--- src/rtl/fetch_unit_pkg.sv ---
// Shared pipeline types for the fetch stage and the branch checker.
// Holds the PC-select encoding, the reset PC and the fetch FSM/output types.
package fetch_unit_pkg;

    localparam logic [63:0] PC_INIT_DEFAULT = 64'h8000_0000;

    typedef enum logic [1:0] {
        PC_From_add4    = 2'd0,
        PC_From_add_imm = 2'd1,
        PC_From_jalr    = 2'd2
    } PcSelect;

    typedef enum logic [1:0] {
        IDLE    = 2'd0,
        FETCH   = 2'd1,
        DISCARD = 2'd2
    } fetch_state_t;

    typedef struct packed {
        logic        valid;
        logic [63:0] pc;
        logic [31:0] instr;
    } fetch_out_t;

    function automatic logic [63:0] pc_add4(input logic [63:0] pc);
        return pc + 64'd4;
    endfunction

endpackage

--- src/rtl/fetch_unit_pc_target_gen.sv ---
// Redirect target computation from branch-resolution operands.
// Purely combinational so a future branch predictor can reuse it.
module pc_target_gen
    import fetch_unit_pkg::*;
(
    input  PcSelect     br_pc_select,
    input  logic [63:0] br_pc,
    input  logic [63:0] br_imm,
    input  logic [63:0] br_rs1,
    output logic [63:0] target
);

    logic [63:0] jalr_sum;

    assign jalr_sum = br_rs1 + br_imm;

    always_comb begin
        target = pc_add4(br_pc);
        case (br_pc_select)
            PC_From_add4:    target = pc_add4(br_pc);
            PC_From_add_imm: target = br_pc + br_imm;
            PC_From_jalr:    target = {jalr_sum[63:1], 1'b0};
            default:         target = pc_add4(br_pc);
        endcase
    end

endmodule

--- src/rtl/fetch_unit.sv ---
// Instruction-fetch stage: one outstanding bus request, a single output
// register for decode, and redirect/squash on branch resolution.
//
// state   | meaning
// --------+-------------------------------------------------------------
// IDLE    | no request on the bus; waits for a free output slot or flush
// FETCH   | request at req_addr outstanding on the bus
// DISCARD | wrong-path request still outstanding; its response is dropped
module fetch_unit
    import fetch_unit_pkg::*;
#(
    parameter logic [63:0] PC_INIT = PC_INIT_DEFAULT
) (
    input  logic        clk,
    input  logic        reset,
    input  logic        br_flush,
    input  PcSelect     br_pc_select,
    input  logic [63:0] br_pc,
    input  logic [63:0] br_imm,
    input  logic [63:0] br_rs1,
    output logic        ireq_valid,
    output logic [63:0] ireq_addr,
    input  logic        iresp_data_ok,
    input  logic [31:0] iresp_data,
    output logic        if_valid,
    output logic [63:0] if_pc,
    output logic [31:0] if_instr,
    input  logic        if_ready
);

    fetch_state_t state, state_next;
    logic [63:0]  pc, pc_next;
    logic [63:0]  req_addr, req_addr_next;
    fetch_out_t   out_q, out_next;
    logic [63:0]  target;
    logic         load;

    pc_target_gen u_target (
        .br_pc_select (br_pc_select),
        .br_pc        (br_pc),
        .br_imm       (br_imm),
        .br_rs1       (br_rs1),
        .target       (target)
    );

    always_ff @(posedge clk or posedge reset) begin
        if (reset) begin
            state    <= IDLE;
            pc       <= PC_INIT;
            req_addr <= PC_INIT;
            out_q    <= '0;
        end else begin
            state    <= state_next;
            pc       <= pc_next;
            req_addr <= req_addr_next;
            out_q    <= out_next;
        end
    end

    always_comb begin
        state_next    = state;
        pc_next       = pc;
        req_addr_next = req_addr;
        load          = 1'b0;

        case (state)
            IDLE: begin
                if (br_flush) begin
                    pc_next       = target;
                    req_addr_next = target;
                    state_next    = FETCH;
                end else if (!out_q.valid || if_ready) begin
                    req_addr_next = pc;
                    state_next    = FETCH;
                end
            end
            FETCH: begin
                if (iresp_data_ok && !br_flush) begin
                    load       = 1'b1;
                    pc_next    = pc_add4(pc);
                    state_next = IDLE;
                end else if (br_flush && iresp_data_ok) begin
                    pc_next       = target;
                    req_addr_next = target;
                end else if (br_flush) begin
                    // The bus cannot cancel, so the old address stays up.
                    pc_next    = target;
                    state_next = DISCARD;
                end
            end
            DISCARD: begin
                if (iresp_data_ok) begin
                    pc_next       = br_flush ? target : pc;
                    req_addr_next = br_flush ? target : pc;
                    state_next    = FETCH;
                end else if (br_flush) begin
                    pc_next = target;
                end
            end
            default: state_next = IDLE;
        endcase
    end

    // A flush squashes the held instruction even if decode takes it this cycle.
    always_comb begin
        out_next = out_q;
        if (load) begin
            out_next.valid = 1'b1;
            out_next.pc    = req_addr;
            out_next.instr = iresp_data;
        end else if (br_flush || if_ready) begin
            out_next.valid = 1'b0;
        end
    end

    assign ireq_valid = (state != IDLE);
    assign ireq_addr  = req_addr;
    assign if_valid   = out_q.valid;
    assign if_pc      = out_q.pc;
    assign if_instr   = out_q.instr;

endmodule
--- config.mk ---
export PLATFORM = sky130hd
export DESIGN_NAME = fetch_unit
export DESIGN_NICKNAME = d
export VERILOG_FILES = /design/src/rtl/fetch_unit_pkg.sv /design/src/rtl/fetch_unit_pc_target_gen.sv /design/src/rtl/fetch_unit.sv
export SDC_FILE = /design/constraint.sdc
export NUM_CORES = 1
export LEC_CHECK = 0
export BUFFER_PORTS_ARGS = -buffer_cell sky130_fd_sc_hd__buf_4
export CAP_MARGIN = 20
export CORE_AREA = 2 2 318 194
export CTS_BUF_LIST = sky130_fd_sc_hd__clkbuf_4 sky130_fd_sc_hd__clkbuf_8
export CTS_CLUSTER_DIAMETER = 50
export DETAILED_ROUTE_END_ITERATION = 8
export DIE_AREA = 0 0 320 196
export GPL_TIMING_DRIVEN = 0
export PLACE_DENSITY = 0.58
export SLEW_MARGIN = 20
export SYNTH_ARGS = -nofsm -noshare
export SYNTH_HDL_FRONTEND = slang
export SYNTH_SLANG_ARGS = --single-unit
--- constraint.sdc ---
create_clock -name clk -period 8.9 [get_ports clk]
set_input_delay 1.78 -clock clk [delete_from_list [all_inputs] [get_ports clk]]
set_output_delay 1.78 -clock clk [all_outputs]
set_load 0.05 [all_outputs]
== Yosys cells after proc, flatten, opt, wreduce, memory -nomap -nowiden ==
Index checks and enable logic that the tools add are counted.
W data, S select, Z words.

* Reductions and logical operators: 14
* $add $sub $neg: 4
* Multiplexer cells: 22
* Eq/ne operators: 10

{| class="wikitable"
|+ Operators by type and width
! kind !! number
|-
| $mux W64 || 8
|-
| $pmux W64 S2 || 2
|-
| $pmux W64 S3 || 1
|-
| $add A64 B3 Y64 const B || 2
|-
| $add A64 B64 Y64 || 2
|-
| $mux W2 || 6
|-
| $ne A3 B3 Y1 const B || 3
|-
| $ne A2 B2 Y1 const B || 3
|-
| $pmux W2 S3 || 1
|-
| $reduce_bool A2 Y1 || 3
|-
| $reduce_and A5 Y1 || 1
|-
| $eq A2 B1 Y1 const B || 2
|-
| $eq A2 B2 Y1 const B || 2
|-
| $mux W1 || 4
|-
| $reduce_and A4 Y1 || 1
|-
| $reduce_bool A3 Y1 || 1
|-
| $logic_and A1 B1 Y1 || 2
|-
| $logic_not A1 Y1 || 2
|-
| $logic_not A2 Y1 || 1
|-
| $logic_or A1 B1 Y1 || 2
|-
| $reduce_or A2 Y1 || 1
|}

* Flip-flop bits (word level): 227
* Output and inout bits: 162

== Logic depth before layout (Yosys ltp) ==
* Word-level depth: 6
* Depth in mapped cells: 13

== By module ==
Synthesis repeated with hierarchy kept, for this count alone.

* Cells, all modules: 2,616
* Area, all modules: 20,251.9 um2

{| class="wikitable"
|+ By module, submodules not included
! module !! cells an instance !! times used !! area each (um2) !! sequential area each (um2)
|-
| fetch_unit || 1,218 || 1 || 10,859.2 || 5,683.0
|-
| pc_target_gen || 1,398 || 1 || 9,392.8 || 0.0
|}

== Worst setup path after synthesis ==
No wires, ideal clock.

* Kind: input to register
* Start point: in br_pc[0]
* End point: reg pc[58]
* Setup time: 0.087 ns
* Path slack: 4.153 ns
* Stages: 13
* Buffers on the path: 0
* Arrival: 4.660 ns
* Path through: ha_1 inv_1 fa_1 nand2b_1 a21oi_1 o21a_1 o2111ai_1 a2111oi_4 nor2_2 a2111oi_2 mux2_1 a2bb2oi_2 o211ai_1

* Longest elaborated chain between the ends: 6
* Elaborated cells between the ends (all ways): 7
* Those cells by class: add/sub: 2; mux: 5

{| class="wikitable"
|+ RTL lines
! item !! line !! RTL
|-
| start, declared || fetch_unit.sv:18 || <nowiki>input logic [63:0] br_pc,</nowiki>
|-
| $add A64 B3 Y64 or $add A64 B64 Y64 (tied branches) || - ||
|-
| $pmux W64 S2 (*) || fetch_unit_pc_target_gen.sv:19 || <nowiki>case (br_pc_select)</nowiki>
|-
| $mux W64 || - ||
|-
| $mux W64 || fetch_unit.sv:82 || <nowiki>end else if (br_flush && iresp_data_ok) begin</nowiki>
|-
| $mux W64 || fetch_unit.sv:78 || <nowiki>if (iresp_data_ok && !br_flush) begin</nowiki>
|-
| $pmux W64 S2 (*) || fetch_unit.sv:66 || <nowiki>case (state)</nowiki>
|-
| end signal, assigned || fetch_unit.sv:54 || <nowiki>pc <= pc_next;</nowiki>
|-
| end, declared || fetch_unit.sv:32 || <nowiki>logic [63:0] pc, pc_next;</nowiki>
|}

Every way passes the cells marked *; elsewhere a longest branch is shown, timed or not.
A chain may end at the register's enable or synchronous reset.

== Final worst setup path ==
* Start point: in br_imm[1]
* End point: reg pc[62]

* Longest elaborated chain between the ends: 6
* Elaborated cells between the ends (all ways): 7
* Those cells by class: add/sub: 2; mux: 5

{| class="wikitable"
|+ RTL lines
! item !! line !! RTL
|-
| start, declared || fetch_unit.sv:19 || <nowiki>input logic [63:0] br_imm,</nowiki>
|-
| $add A64 B64 Y64, on equally long branches || fetch_unit_pc_target_gen.sv:15, fetch_unit_pc_target_gen.sv:21 ||
|-
| $pmux W64 S2 (*) || fetch_unit_pc_target_gen.sv:19 ||
|-
| $mux W64 || - ||
|-
| $mux W64 || fetch_unit.sv:82 ||
|-
| $mux W64 || fetch_unit.sv:78 ||
|-
| $pmux W64 S2 (*) || fetch_unit.sv:66 ||
|}

Marked as above.

==> PnR_summary.wiki <==
{| class="wikitable"
! Metric !! Value
|-
| Mapped cell area || between 20000 and 25000 um^2
|-
| Routed wire length per instance || 23.0 um
|-
| Vias per cell || just under 6
|-
| Total power per unit cell area || approximately 260 nW/um^2
|-
| Critical path, cell by cell || buf_4, inv_1, fa_1, nand2b_1, a21oi_1, o21ai_0, a21boi_0, o21ai_1, o31ai_1, a41oi_1, xnor2_1, a311oi_1, o221ai_1
|-
| Iteration count of the initial detailed-routing pass || 8
|-
| Die span in x || about 320 um
|-
| Worst-case register-to-register setup slack || 5110 ps
|-
| H-tree Lvls || 2
|-
| Internal power consumption || roughly 3100 uW
|-
| Data required time of the worst path || 9290 ps
|-
| Chip height || approximately 200 um
|-
| Number of diodes added for antenna fixing || 0
|-
| Flop pwr share || 28.4%
|-
| VDD IR max || 0.000194 V
|-
| Clock input transition at the sequential cells of the worst setup and hold paths || 70 ps
|-
| Quantity of I/O buffers inserted on ports || about 390
|-
| Number of nets in the layout || 3585
|-
| Largest incremental delay on the critical path || 970 ps
|-
| TritonCTS buffer count || 35
|-
| Cell Rows || 70
|-
| Final global-route overflow total || 0
|-
| Setup crit end kind || flop
|-
| Arrival time of data at the critical path endpoint || 6120 ps
|-
| Hold path startpoint || if_pc[46]
|-
| Final core area utilization || 42.6%
|-
| EDFF count, synth || 0
|-
| Maximum number of pins on one net before global-route repair || between 80 and 90
|-
| Leak || 0.0115 uW
|-
| Status || finished clean
|-
| Floorplan Core Area || approximately 60000 um^2
|-
| CTS tree || built
|-
| Number of routed nets with antenna violations || 0
|-
| Initial cell density of the core || ~35%
|-
| Min Clock Period, post-route || 5740 ps
|-
| Worst reg2reg path startpoint || pc[10]
|-
| Number of warning messages in the yosys log || 0
|-
| Floorplan die area || roughly 63000 um^2
|-
| Syn_area_per_cell || ~7.5 um^2
|-
| Rel. slew slack || roughly 23%
|-
| Share of async-settable or async-resettable flops after synthesis || 100%
|-
| Cell count after placement || a little under 4000
|-
| Share of the cycle needed by the critical path after routing || between 60% and 70%
|-
| Clock network fraction of total power || 15.2%
|-
| Post-synthesis sequential element count || around 230
|-
| Crit-path slowest cell || sky130_fd_sc_hd__o31ai_1
|-
| Vias in the first global route || between 20000 and 25000
|-
| Post-synthesis sequential area ratio || ~27%
|-
| Global-route wire length before repair || 138000 um
|-
| Ratio of cells with drive above 1 in the final layout || between 10% and 20%
|-
| Number of distinct library cells after synthesis || between 90 and 100
|-
| Synthesized netlist net count || ~3200
|-
| Critical path startpoint category || input pin
|-
| Hold Fails Final Rpt || 0
|-
| RSZ-0062 raised after global routing || false
|-
| Buffer cell driving the clock tree root || sky130_fd_sc_hd__clkbuf_8
|-
| Number of non-filler instances in the completed layout || roughly 4000
|-
| GR Util All Layers || between 20% and 30%
|-
| Switching part of the total power || ~53%
|-
| Total DRC errors in the routed layout || 0
|-
| Power share of the combinational group || a little under three fifths
|-
| Routed wire length || 92800 um
|-
| Max-cap viol count || 0
|-
| Post-CTS setup buffer count || 0
|-
| Synthesized netlist cell count || 2792
|-
| Crit path buffers/inverters || 2
|-
| Worst setup startpoint || br_imm[1]
|-
| Largest fanout on the critical path || 6
|-
| Maximum clock path buffer count || 3
|-
| Layout area overhead || 22.9%
|-
| Cts repair resizes || 0
|-
| Via total after detailed routing || roughly 24000
|-
| Top-Level Pins || 393
|-
| Number of max-slew violations in the final report || 0
|-
| Number of antenna violations at the first check in global routing || 3
|-
| Worst clock skew on the final layout || 43.1 ps
|-
| Least-Margin Pin Slew || 1160 ps
|-
| Main synth FF type || sky130_fd_sc_hd__dfrtp_1
|-
| Initial drt markers || ~2800
|-
| Final Wtd Congestion || 0.989
|-
| Kind of cell adding the most delay to the critical path || compound AO/OA/AOI/OAI gates
|-
| Insertion delay to the later sink of the worst-skew pair || between 500 and 600 ps
|-
| Final standard cell area without fillers || between 20000 and 30000 um^2
|-
| Path category of the worst min-delay check || reg2reg
|-
| Sum of net half-perimeters after detailed placement || between 70000 and 80000 um
|-
| Post-CTS Hold Buffers || 0
|-
| Worst setup path category || in2reg
|-
| Post-place instance area || between 20000 and 25000 um^2
|-
| Number of sinks driven by the clock tree || 227
|-
| Maximum operating frequency || about 170 MHz
|-
| Number of endpoints failing setup at the final stage || 0
|-
| Net switching power figure || 3450 uW
|}
-- Yosys cell counts (all sizes together), types with 12 or more instances --
| library cell | number | area share (%) |
|---|---|---|
| nor4 | 13 | 0.52 |
| nand4 | 83 | 2.5 |
| or3 | 29 | 0.87 |
| a31oi | 36 | 1.1 |
| nor2 | 184 | 3.4 |
| and3 | 65 | 2.0 |
| ha | 129 | 7.8 |
| inv | 65 | 1.2 |
| a21oi | 276 | 6.7 |
| buf | 25 | 0.62 |
| o22ai | 17 | 0.51 |
| clkbuf | 137 | 2.5 |
| o21a | 24 | 0.87 |
| a221oi | 25 | 1.1 |
| and2 | 18 | 0.55 |
| a211oi | 27 | 1.0 |
| nand3 | 83 | 2.0 |
| nor2b | 13 | 0.39 |
| o31ai | 17 | 0.61 |
| mux2i | 19 | 0.91 |
| o221ai | 37 | 1.6 |
| nor3 | 52 | 1.3 |
| dfrtp | 225 | 27 |
| nand2 | 548 | 9.9 |
| o21bai | 28 | 1.0 |
| nand2b | 12 | 0.36 |
| xnor2 | 99 | 4.2 |
| and4 | 19 | 0.80 |
| a21o | 59 | 2.1 |
| o211ai | 16 | 0.58 |
| o21ai | 212 | 5.1 |
| xor2 | 64 | 2.7 |
-- path summary, 6_finish.rpt --
path                               end  cells past startpoint
min reg2reg                  if_pc[46]                      2
max in group asynchronous    if_pc[58]                      4
min                          if_pc[46]                      2
max                             pc[62]                     13
max reg2reg                     pc[58]                     10
min in group asynchronous  if_instr[4]                      2
-- layout make-up --
cell class              instances  area [um^2]
plain buffers                 162          643
clock buffers                  50          632
clock inverters                 9          123
fillers                      6307        34500
inverters                      68          263
multi-input cells            2335        14200
flip-flops and latches        227         5680
well taps                     792          991
repair buffers                394         3000
-- routing by layer --
layer | track usage, % | share of wire [%] | vias up
met1 | 42.5 | 46 | 11200
met3 | 7.79 | 11 | 103
met2 | 41.4 | 41 | 1221
met5 | 0 | 0 | -
met4 | 5.15 | 1.7 | 0
li1 | - | - | 11000
-- cells in the final DEF (no fill, tap or decap), types with 19 or more instances in the layout --
cell / n
sky130_fd_sc_hd__o221ai_1: 36
sky130_fd_sc_hd__nand2_1: 547
sky130_fd_sc_hd__a21oi_1: 274
sky130_fd_sc_hd__dfrtp_1: 225
sky130_fd_sc_hd__buf_4: 394
sky130_fd_sc_hd__nor3_1: 51
sky130_fd_sc_hd__a221oi_1: 25
sky130_fd_sc_hd__a31oi_1: 36
sky130_fd_sc_hd__xnor2_1: 99
sky130_fd_sc_hd__o21ai_0: 198
sky130_fd_sc_hd__a21o_1: 59
sky130_fd_sc_hd__mux2i_1: 19
sky130_fd_sc_hd__or3_1: 29
sky130_fd_sc_hd__nand3_1: 83
sky130_fd_sc_hd__xor2_1: 64
sky130_fd_sc_hd__o21bai_1: 28
sky130_fd_sc_hd__clkbuf_8: 41
sky130_fd_sc_hd__and4_1: 19
sky130_fd_sc_hd__nor2_1: 181
sky130_fd_sc_hd__a211oi_1: 25
sky130_fd_sc_hd__and3_1: 64
sky130_fd_sc_hd__o21a_1: 24
sky130_fd_sc_hd__inv_1: 63
sky130_fd_sc_hd__ha_1: 129
sky130_fd_sc_hd__clkbuf_1: 137
sky130_fd_sc_hd__nand4_1: 82
-- sequential cells by signal, summed over array words and instances (netlist names) --
| name | cells |
|---|---|
| pc | 64 |
| if_pc | 64 |
| if_valid | 1 |
| state | 2 |
| if_instr | 32 |
| ireq_addr | 64 |
-- worst register-to-register path: cells and delay by family (launching register included) --
kind / cells / cell delay, ps
AOI/OAI and AO/OA: 3 / 420
and+or+nand+nor: 6 / 2530
DFF: 1 / 330
buffers and inverters: 1 / 370
-- kinds of logic (layout without fill, tap and decap cells) --
logic type	count (synthesis)	count (layout)	synth area share, %
AOI/OAI and AO/OA	872	872	26.9
xor gates and xnor gates	163	163	6.86
adders and majority gates	131	131	7.95
buffers and inverters	230	683	4.32
DFF	227	227	27.3
muxes	20	20	0.968
and+or+nand+nor	1149	1149	25.7
-- stage by stage --
step	TNS [ps]	worst slack, ps	power (uW)	hold WS [ps]
3_3_place_gp	-486280	-2180	5540	460
6_report	0	3160	6560	476
5_1_grt	0	3060	6930	488
2_1_floorplan	0	904	4190	445
4_1_cts	0	3340	6570	480
3_5_place_dp	0	2770	5550	464
-- power groups by stage --
stage / Sequential, uW / Clock [uW] / Combinational (uW)
after global routing: 1930 / 1080 / 3930
after floorplan: 2980 / 0 / 1210
after detailed placement: 1880 / 0 / 3660
after CTS: 1870 / 1020 / 3670
after global placement: 1880 / 0 / 3650
final: 1860 / 997 / 3700
Note: power is estimated with default switching activity, not from simulation.
